==> src/rtl/memc_deskew_if.sv <==
// memc_deskew_if
//   Bundles the result-stream, control and read-back signals of memc_deskew.
//   master : driver side (systolic array drain + host), drives en/Cin/clr/RdEn/Crow
//   slave  : memc_deskew itself, drives Cout/rd_valid/done/ovf
//   Signals:
//     en       beat qualifier for lane 0 (C[r][0] valid on Cin[0])
//     Cin      DIM signed lanes, lane j valid j cycles after its row's en beat
//     clr      synchronous restart of capture (buffer contents kept)
//     RdEn     read request, Crow selects the row
//     Cout     registered read data, rd_valid marks a fresh read
//     done     all DIM rows captured
//     ovf      sticky: an en beat was rejected
interface memc_deskew_if #(
  parameter int BITS_C = 24,
  parameter int DIM    = 8
);
  localparam int RW = (DIM > 1) ? $clog2(DIM) : 1;

  logic                     en;
  logic signed [BITS_C-1:0] Cin [DIM];
  logic                     clr;
  logic                     RdEn;
  logic [RW-1:0]            Crow;
  logic signed [BITS_C-1:0] Cout [DIM];
  logic                     rd_valid;
  logic                     done;
  logic                     ovf;

  modport master (
    output en, Cin, clr, RdEn, Crow,
    input  Cout, rd_valid, done, ovf
  );

  modport slave (
    input  en, Cin, clr, RdEn, Crow,
    output Cout, rd_valid, done, ovf
  );
endinterface

==> src/rtl/memc_deskew.sv <==
// memc_deskew
//   Re-aligns the diagonally skewed result stream leaving the systolic array
//   (lane j lags lane 0 by j cycles), writes each aligned row into a DIM x DIM
//   row buffer and raises done once the whole matrix is captured. The host
//   reads rows back by index with one cycle of latency.
//   Ports:
//     clk  rising-edge clock
//     rst  asynchronous active-high reset (clears everything, buffer included)
//     bus  memc_deskew_if.slave (en, Cin, clr, RdEn, Crow / Cout, rd_valid, done, ovf)
//   Requires DIM >= 2.
module memc_deskew #(
  parameter int BITS_C = 24,
  parameter int DIM    = 8
) (
  input  logic         clk,
  input  logic         rst,
  memc_deskew_if.slave bus
);

  localparam int RW = (DIM > 1) ? $clog2(DIM) : 1;
  localparam int CW = $clog2(DIM + 1);
  localparam int PD = DIM - 1;  // valid-pipe depth == lane-0 deskew depth

  typedef enum logic [1:0] {
    IDLE = 2'd0,
    FILL = 2'd1,
    FULL = 2'd2
  } state_t;

  state_t                   state_r;
  state_t                   state_s;
  logic [CW-1:0]            acc_cnt_r;
  logic [RW-1:0]            wr_row_r;
  logic [PD-1:0]            vld_r;
  logic signed [BITS_C-1:0] aligned_s [DIM];
  logic signed [BITS_C-1:0] buf_r [DIM][DIM];
  logic signed [BITS_C-1:0] cout_r [DIM];
  logic                     rd_valid_r;
  logic                     done_r;
  logic                     ovf_r;
  logic                     accept_s;
  logic                     reject_s;
  logic                     wr_s;
  logic                     last_s;

  // Beat admission: clr swallows a coincident beat silently; otherwise a beat
  // is rejected once DIM rows are already accepted or the matrix is full.
  always_comb begin
    accept_s = 1'b0;
    reject_s = 1'b0;
    if (bus.en && !bus.clr) begin
      if ((acc_cnt_r < CW'(DIM)) && (state_r != FULL)) begin
        accept_s = 1'b1;
      end else begin
        reject_s = 1'b1;
      end
    end else begin
      accept_s = 1'b0;
      reject_s = 1'b0;
    end
  end

  // A strobe coinciding with clr belongs to a discarded beat, so it is not written.
  assign wr_s   = vld_r[PD-1] && !bus.clr;
  assign last_s = wr_s && (wr_row_r == RW'(DIM - 1));

  // Next-state logic of the capture FSM.
  always_comb begin
    state_s = state_r;
    if (bus.clr) begin
      state_s = IDLE;
    end else begin
      case (state_r)
        IDLE:    if (accept_s) state_s = FILL; else state_s = IDLE;
        FILL:    if (last_s)   state_s = FULL; else state_s = FILL;
        FULL:    state_s = FULL;
        default: state_s = IDLE;
      endcase
    end
  end

  // Capture control registers: FSM state, counters, valid pipe and flags.
  always_ff @(posedge clk or posedge rst) begin
    if (rst) begin
      state_r   <= IDLE;
      acc_cnt_r <= '0;
      wr_row_r  <= '0;
      vld_r     <= '0;
      done_r    <= 1'b0;
      ovf_r     <= 1'b0;
    end else begin
      state_r <= state_s;
      done_r  <= (state_s == FULL);
      if (bus.clr) begin
        acc_cnt_r <= '0;
        wr_row_r  <= '0;
        vld_r     <= '0;
        ovf_r     <= 1'b0;
      end else begin
        vld_r <= (vld_r << 1) | PD'(accept_s);
        if (accept_s) acc_cnt_r <= acc_cnt_r + CW'(1);
        if (wr_s)     wr_row_r  <= wr_row_r + RW'(1);
        if (reject_s) ovf_r     <= 1'b1;
      end
    end
  end

  // Per-lane deskew: lane j gets DIM-1-j stages so every lane of a row
  // arrives together with the write strobe.
  for (genvar j = 0; j < DIM; j++) begin : g_lane
    assign bus.Cout[j] = cout_r[j];
    if (j == DIM - 1) begin : g_direct
      assign aligned_s[j] = bus.Cin[j];
    end else begin : g_dly
      localparam int NS = DIM - 1 - j;
      logic signed [BITS_C-1:0] stg_r [NS];
      // Free-running shift chain for this lane.
      always_ff @(posedge clk or posedge rst) begin
        if (rst) begin
          for (int k = 0; k < NS; k++) stg_r[k] <= '0;
        end else begin
          stg_r[0] <= bus.Cin[j];
          for (int k = 1; k < NS; k++) stg_r[k] <= stg_r[k-1];
        end
      end
      assign aligned_s[j] = stg_r[NS-1];
    end
  end

  // Row buffer write port.
  always_ff @(posedge clk or posedge rst) begin
    if (rst) begin
      for (int r = 0; r < DIM; r++) begin
        for (int j = 0; j < DIM; j++) buf_r[r][j] <= '0;
      end
    end else if (wr_s) begin
      for (int j = 0; j < DIM; j++) buf_r[wr_row_r][j] <= aligned_s[j];
    end
  end

  // Registered read port; a same-edge write is not visible (pre-write data).
  always_ff @(posedge clk or posedge rst) begin
    if (rst) begin
      rd_valid_r <= 1'b0;
      for (int j = 0; j < DIM; j++) cout_r[j] <= '0;
    end else begin
      rd_valid_r <= bus.RdEn;
      if (bus.RdEn) begin
        for (int j = 0; j < DIM; j++) cout_r[j] <= buf_r[bus.Crow][j];
      end
    end
  end

  assign bus.rd_valid = rd_valid_r;
  assign bus.done     = done_r;
  assign bus.ovf      = ovf_r;

endmodule

==> src/flat_wrapper.sv <==
// flat-port wrapper written by rule: the top's interface ports become plain ports
module memc_deskew_flat 
#(
  parameter int BITS_C = 24,
  parameter int DIM    = 8
)
  (clk, rst, bus_en, bus_Cin, bus_clr, bus_RdEn, bus_Crow, bus_Cout, bus_rd_valid, bus_done, bus_ovf);
  memc_deskew_if #(.BITS_C(BITS_C), .DIM(DIM)) bus_i ();
  input  logic clk;
  input  logic rst;
  input wire logic [$bits(bus_i.en)-1:0] bus_en;
  input wire logic [$bits(bus_i.Cin)-1:0] bus_Cin;
  input wire logic [$bits(bus_i.clr)-1:0] bus_clr;
  input wire logic [$bits(bus_i.RdEn)-1:0] bus_RdEn;
  input wire logic [$bits(bus_i.Crow)-1:0] bus_Crow;
  output wire logic [$bits(bus_i.Cout)-1:0] bus_Cout;
  output wire logic [$bits(bus_i.rd_valid)-1:0] bus_rd_valid;
  output wire logic [$bits(bus_i.done)-1:0] bus_done;
  output wire logic [$bits(bus_i.ovf)-1:0] bus_ovf;
  assign bus_i.en = bus_en;
  assign bus_i.Cin = {>>{bus_Cin}};
  assign bus_i.clr = bus_clr;
  assign bus_i.RdEn = bus_RdEn;
  assign bus_i.Crow = bus_Crow;
  assign bus_Cout = {>>{bus_i.Cout}};
  assign bus_rd_valid = bus_i.rd_valid;
  assign bus_done = bus_i.done;
  assign bus_ovf = bus_i.ovf;
  memc_deskew #(.BITS_C(BITS_C), .DIM(DIM)) u_core (.clk(clk), .rst(rst), .bus(bus_i));
endmodule
==> config.mk <==
export PLATFORM = sky130hd
export DESIGN_NAME = memc_deskew_flat
export DESIGN_NICKNAME = d
export VERILOG_FILES = /design/src/rtl/memc_deskew_if.sv /design/src/rtl/memc_deskew.sv /design/src/flat_wrapper.sv
export SDC_FILE = /design/constraint.sdc
export NUM_CORES = 2
export LEC_CHECK = 0
export CORE_AREA = 2 2 398 400
export CTS_BUF_LIST = sky130_fd_sc_hd__clkbuf_4
export DETAILED_ROUTE_END_ITERATION = 16
export DIE_AREA = 0 0 400 402
export PLACE_DENSITY = 0.83
export SLEW_MARGIN = 10
export SYNTH_ARGS = -nofsm -noshare
export SYNTH_HDL_FRONTEND = slang
export SYNTH_SLANG_ARGS = --single-unit
==> constraint.sdc <==
create_clock -name clk -period 99.5 [get_ports clk]
set_input_delay 19.9 -clock clk [delete_from_list [all_inputs] [get_ports clk]]
set_output_delay 19.9 -clock clk [all_outputs]
set_load 0.05 [all_outputs]
==> parameters.txt <==
Parameter                              Value

Status
  Outcome ... complete, no violations

Routing
  Met1 Routed Length ... between 90000 and 100000 um
  Met2 routed WL ... 99200 um
  Avg WL per Cell ... 22.6 um
  Total detailed-routing wirelength ... between 200000 and 250000 um
  Detailed-route DRC error count ... 0
  Detailed Routing Iterations Pass 1 ... 5
  Detailed Route Iter0 Violations ... between 3000 and 4000
  Number of vias per cell ... between 5 and 6
  Number of nets with antenna violations after detailed routing ... 0
  Highest metal layer with signal wires ... met5
  Via Count ... 54300
  Wire length on met3 ... 14100 um

Layout
  Final Instance Count excl. Fillers ... 9303
  Total of fill cells in the finished design ... approximately 11000
  Total Nets Final ... 7035
  Footprint of the flip-flops and latches ... ~60000 um2
  Fraction of layout cells with a size suffix above 1 ... 35.0%
  Multi-input logic area ... 30200 um2
  Core utilization of the finished layout ... 67.6%
  Final instance area ... roughly 110000 um2
  Area added between synthesis and finish ... 13.5%

Synth
  Synth Cell Area ... 93600 um2
  Ranking of synthesized cells by area ... sky130_fd_sc_hd__dfrtp_1, sky130_fd_sc_hd__mux2_2, sky130_fd_sc_hd__mux2i_1, sky130_fd_sc_hd__a22oi_1, sky130_fd_sc_hd__o21ai_0
  EDFF count, synth ... 0
  Avg Cell Area, Syn ... 15.3 um2
  Yosys warning count ... 0
  Top flip-flop cell by instance count after synthesis ... sky130_fd_sc_hd__dfrtp_1
  Synthesized net count ... 6323
  Sequential cell area fraction in the yosys report ... between 60% and 70%
  Synthesized instance count ... between 6000 and 7000
  Library cell with the highest instance count after synthesis ... sky130_fd_sc_hd__dfrtp_1
  Ranking of synthesized cells by instance count ... sky130_fd_sc_hd__dfrtp_1, sky130_fd_sc_hd__mux2_2, sky130_fd_sc_hd__mux2i_1, sky130_fd_sc_hd__a22oi_1
  Synth cell types ... 29
  Post-synthesis register bit count ... 2419
  Async S/R FF share, synth ... between 90% and 100%
  Library cell with the largest summed area after synthesis ... sky130_fd_sc_hd__dfrtp_1
  Area share of the leading cell type in the synthesized netlist ... 64.7%

Clocking
  Total of hold buffers inserted after clock tree synthesis ... 0
  Number of buffers on the longest clock path ... 4
  Number of H-tree levels ... 6
  Clock buffers created by TritonCTS ... 611
  Clock tree from TritonCTS ... built
  Sink count of the clock tree ... 2419
  Buffer type at the clock tree root ... sky130_fd_sc_hd__clkbuf_4
  Skew-Pair Late Insertion Delay ... about 1.4 ns
  Quantity of gates resized following cts ... 0
  CTS clk-pin slew, worst paths ... about 0.07 ns
  Setup Fix Bufs, Post-CTS ... 0

Timing
  Fmax achieved ... 40.4 MHz
  Slew headroom ... 25.8%
  Worst-margin pin slew ... 1.11 ns
  Final number of hold-violating endpoints ... 0
  Setup Viol. Count Final ... 0
  Unrepaired setup endpoints after global routing ... false
  Max-slew violation count ... 0
  Final worst path period need ... 24.73 ns
  PnR worst setup slack ... 74.77 ns
  Aggregate negative setup slack ... 0 ns
  Worst hold slack after final layout ... roughly 0.27 ns
  Worst Skew ... ~0.11 ns
  Share of the cycle needed by the critical path after routing ... 24.9%

Floorplanning
  Die Span X ... 400 um
  Starting density of the core ... 59.6%
  Floorplan die area ... 161000 um2
  Floorplan die height ... 402 um
  Floorplan row count ... 146
  Count of boundary I/O pins ... 395
  Core region area ... 157000 um2

Placed design
  Placed instance count ... 8291
  Detailed Place HPWL ... roughly 110000 um
  Pre-CTS setup slack ... 73.19 ns
  Number of buffer cells added on primary ports ... about 400
  Gp weighted congestion ... 0.756
  Placed cell area ... 98800 um2

Setup path
  Count of buffer and inverter cells on the critical path ... 8
  Maximum fanout encountered on the critical timing path ... 181
  Startpoint of the worst register-to-register path ... u_core.vld_r[6]$_DFF_PP0_
  Critical path class ... input port to async pin
  Cell occurring most often along the worst timing path ... sky130_fd_sc_hd__buf_4
  Critical path launch point type ... input port
  Arrival time at the worst endpoint ... around 26 ns
  Category of cells accounting for the largest share of critical-path delay ... buffers and inverters
  CP max-delay cell ... sky130_fd_sc_hd__buf_4
  Highest cell delay on the worst timing path ... 0.83 ns
  CP startpoint ... rst
  Required @ worst endpoint ... 100.86 ns
  Cell-by-cell trace of the critical path ... clkdlybuf4s50_1 -> inv_8 -> buf_12 -> buf_4 -> buf_4 -> buf_4 -> buf_4 -> buf_12
  Kind of end point of the critical path ... async pin

Global routing
  Antenna violations before repair ... 10
  Largest net degree at the start of global routing ... about 210
  Total track usage ... 26.5%
  Global-route wire length before repair ... 331000 um
  Remaining Overflow, GRT ... 0
  Via count of the first global-routing pass ... just under 60000

Flow run
  Number of maximum-capacitance violations ... 0

Hold path
  Worst min path class ... flop to flop
  Hold Crit Start ... u_core.g_lane[1].g_dly.stg_r[38]$_DFF_PP0_

Power
  Maximum ir drop on the vdd rail ... between 10 and 15 uV
  Total leakage power ... approximately 53 nW
  Power per cell area ... 18.6 nW/um2
  Sum of internal, switching and leakage power ... roughly 2.0 mW
==> report_power, final <==
part,total (mW),switching (mW),internal [mW]
registers,1.03,0.0216,1.01
logic,0.131,0.0883,0.0423
clock network,0.815,0.383,0.433
==> final timing paths <==
| kind | endpoint | cells past startpoint | slack, ns |
|---|---|---|---|
| min in group asynchronous | u_core.buf_r[453]$_DFFE_PP0P_ | 2 | 19.13 |
| worst min-delay path | u_core.aligned_s[158]$_DFF_PP0_ | 0 | 0.27 |
| max in group clk | u_core.bus.Cout[69]$_DFFE_PP0P_ | 10 | 74.95 |
| worst min register to register | u_core.aligned_s[158]$_DFF_PP0_ | 0 | 0.27 |
| worst max register to register | u_core.buf_r[329]$_DFFE_PP0P_ | 6 | 95.43 |
| worst max-delay path | u_core.g_lane[2].g_dly.stg_r[50]$_DFF_PP0_ | 8 | 74.77 |
==> cells by family (layout without fill, tap and decap cells) <==
family | count (synthesis) | count (layout) | share of synthesized area (%)
flip-flops | 2419 | 2419 | 64.7
multiplexers | 2307 | 2307 | 26.7
AO/OA/AOI/OAI | 581 | 581 | 4.14
buffers and inverters | 577 | 1683 | 3.11
AND/OR/NAND/NOR | 230 | 230 | 1.27
adder cells (fa/ha/maj) | 3 | 3 | 0.0401
XOR/XNOR | 3 | 3 | 0.0281
other | 0 | 5 | 0
==> final cells by class <==
class	instances	area share [%]
clock inverters	125	0.746
well taps	2072	2.44
repair buffers	482	4.44
clock buffers	882	6.23
flip-flops and latches	2419	57.0
inverters	194	0.693
multi-input cells	3124	28.4
diodes	5	0.0118
==> metal layers <==
metal	global-route usage (%)	vias to the layer above
met2	40.4	1656
met4	10.6	8
met3	6.58	439
met1	36.9	28600
li1	-	23600
met5	0	-
==> worst register-to-register path, delay by kind of cell (launching register included) <==
kind	cells	cell delay [ns]
multiplexers	1	0.43
flip-flops	1	0.56
AND/OR/NAND/NOR	2	0.67
buffers and inverters	3	2.21
==> flip-flops by register name, indices dropped and copies added, names as in the netlist <==
name and flops:
u_core.state_r 2, u_core.bus.Cout 192, u_core.acc_cnt_r 4, u_core.buf_r 1536
u_core.aligned_s 144, u_core.g_lane.g_dly.stg_r 528, u_core.wr_row_r 3, u_core.vld_r 7
u_core.bus.rd_valid 1, u_core.bus.ovf 1, u_core.bus.done 1
==> cells in the final DEF, fill, tap and decap left out, drive strengths merged, types with 3 or more instances in the layout <==
| cell type | count |
|---|---|
| a22oi | 384 |
| buf | 90 |
| bufinv | 11 |
| clkbuf | 882 |
| clkdlybuf4s50 | 392 |
| clkinv | 99 |
| clkinvlp | 4 |
| dfrtp | 2419 |
| diode | 5 |
| ha | 3 |
| inv | 205 |
| mux2 | 1536 |
| mux2i | 771 |
| nand3 | 193 |
| nand3b | 3 |
| nor2 | 12 |
| nor2b | 11 |
| nor3b | 4 |
| o21ai | 194 |
| xnor2 | 3 |
No activity file was read; power rests on OpenSTA's default activity.
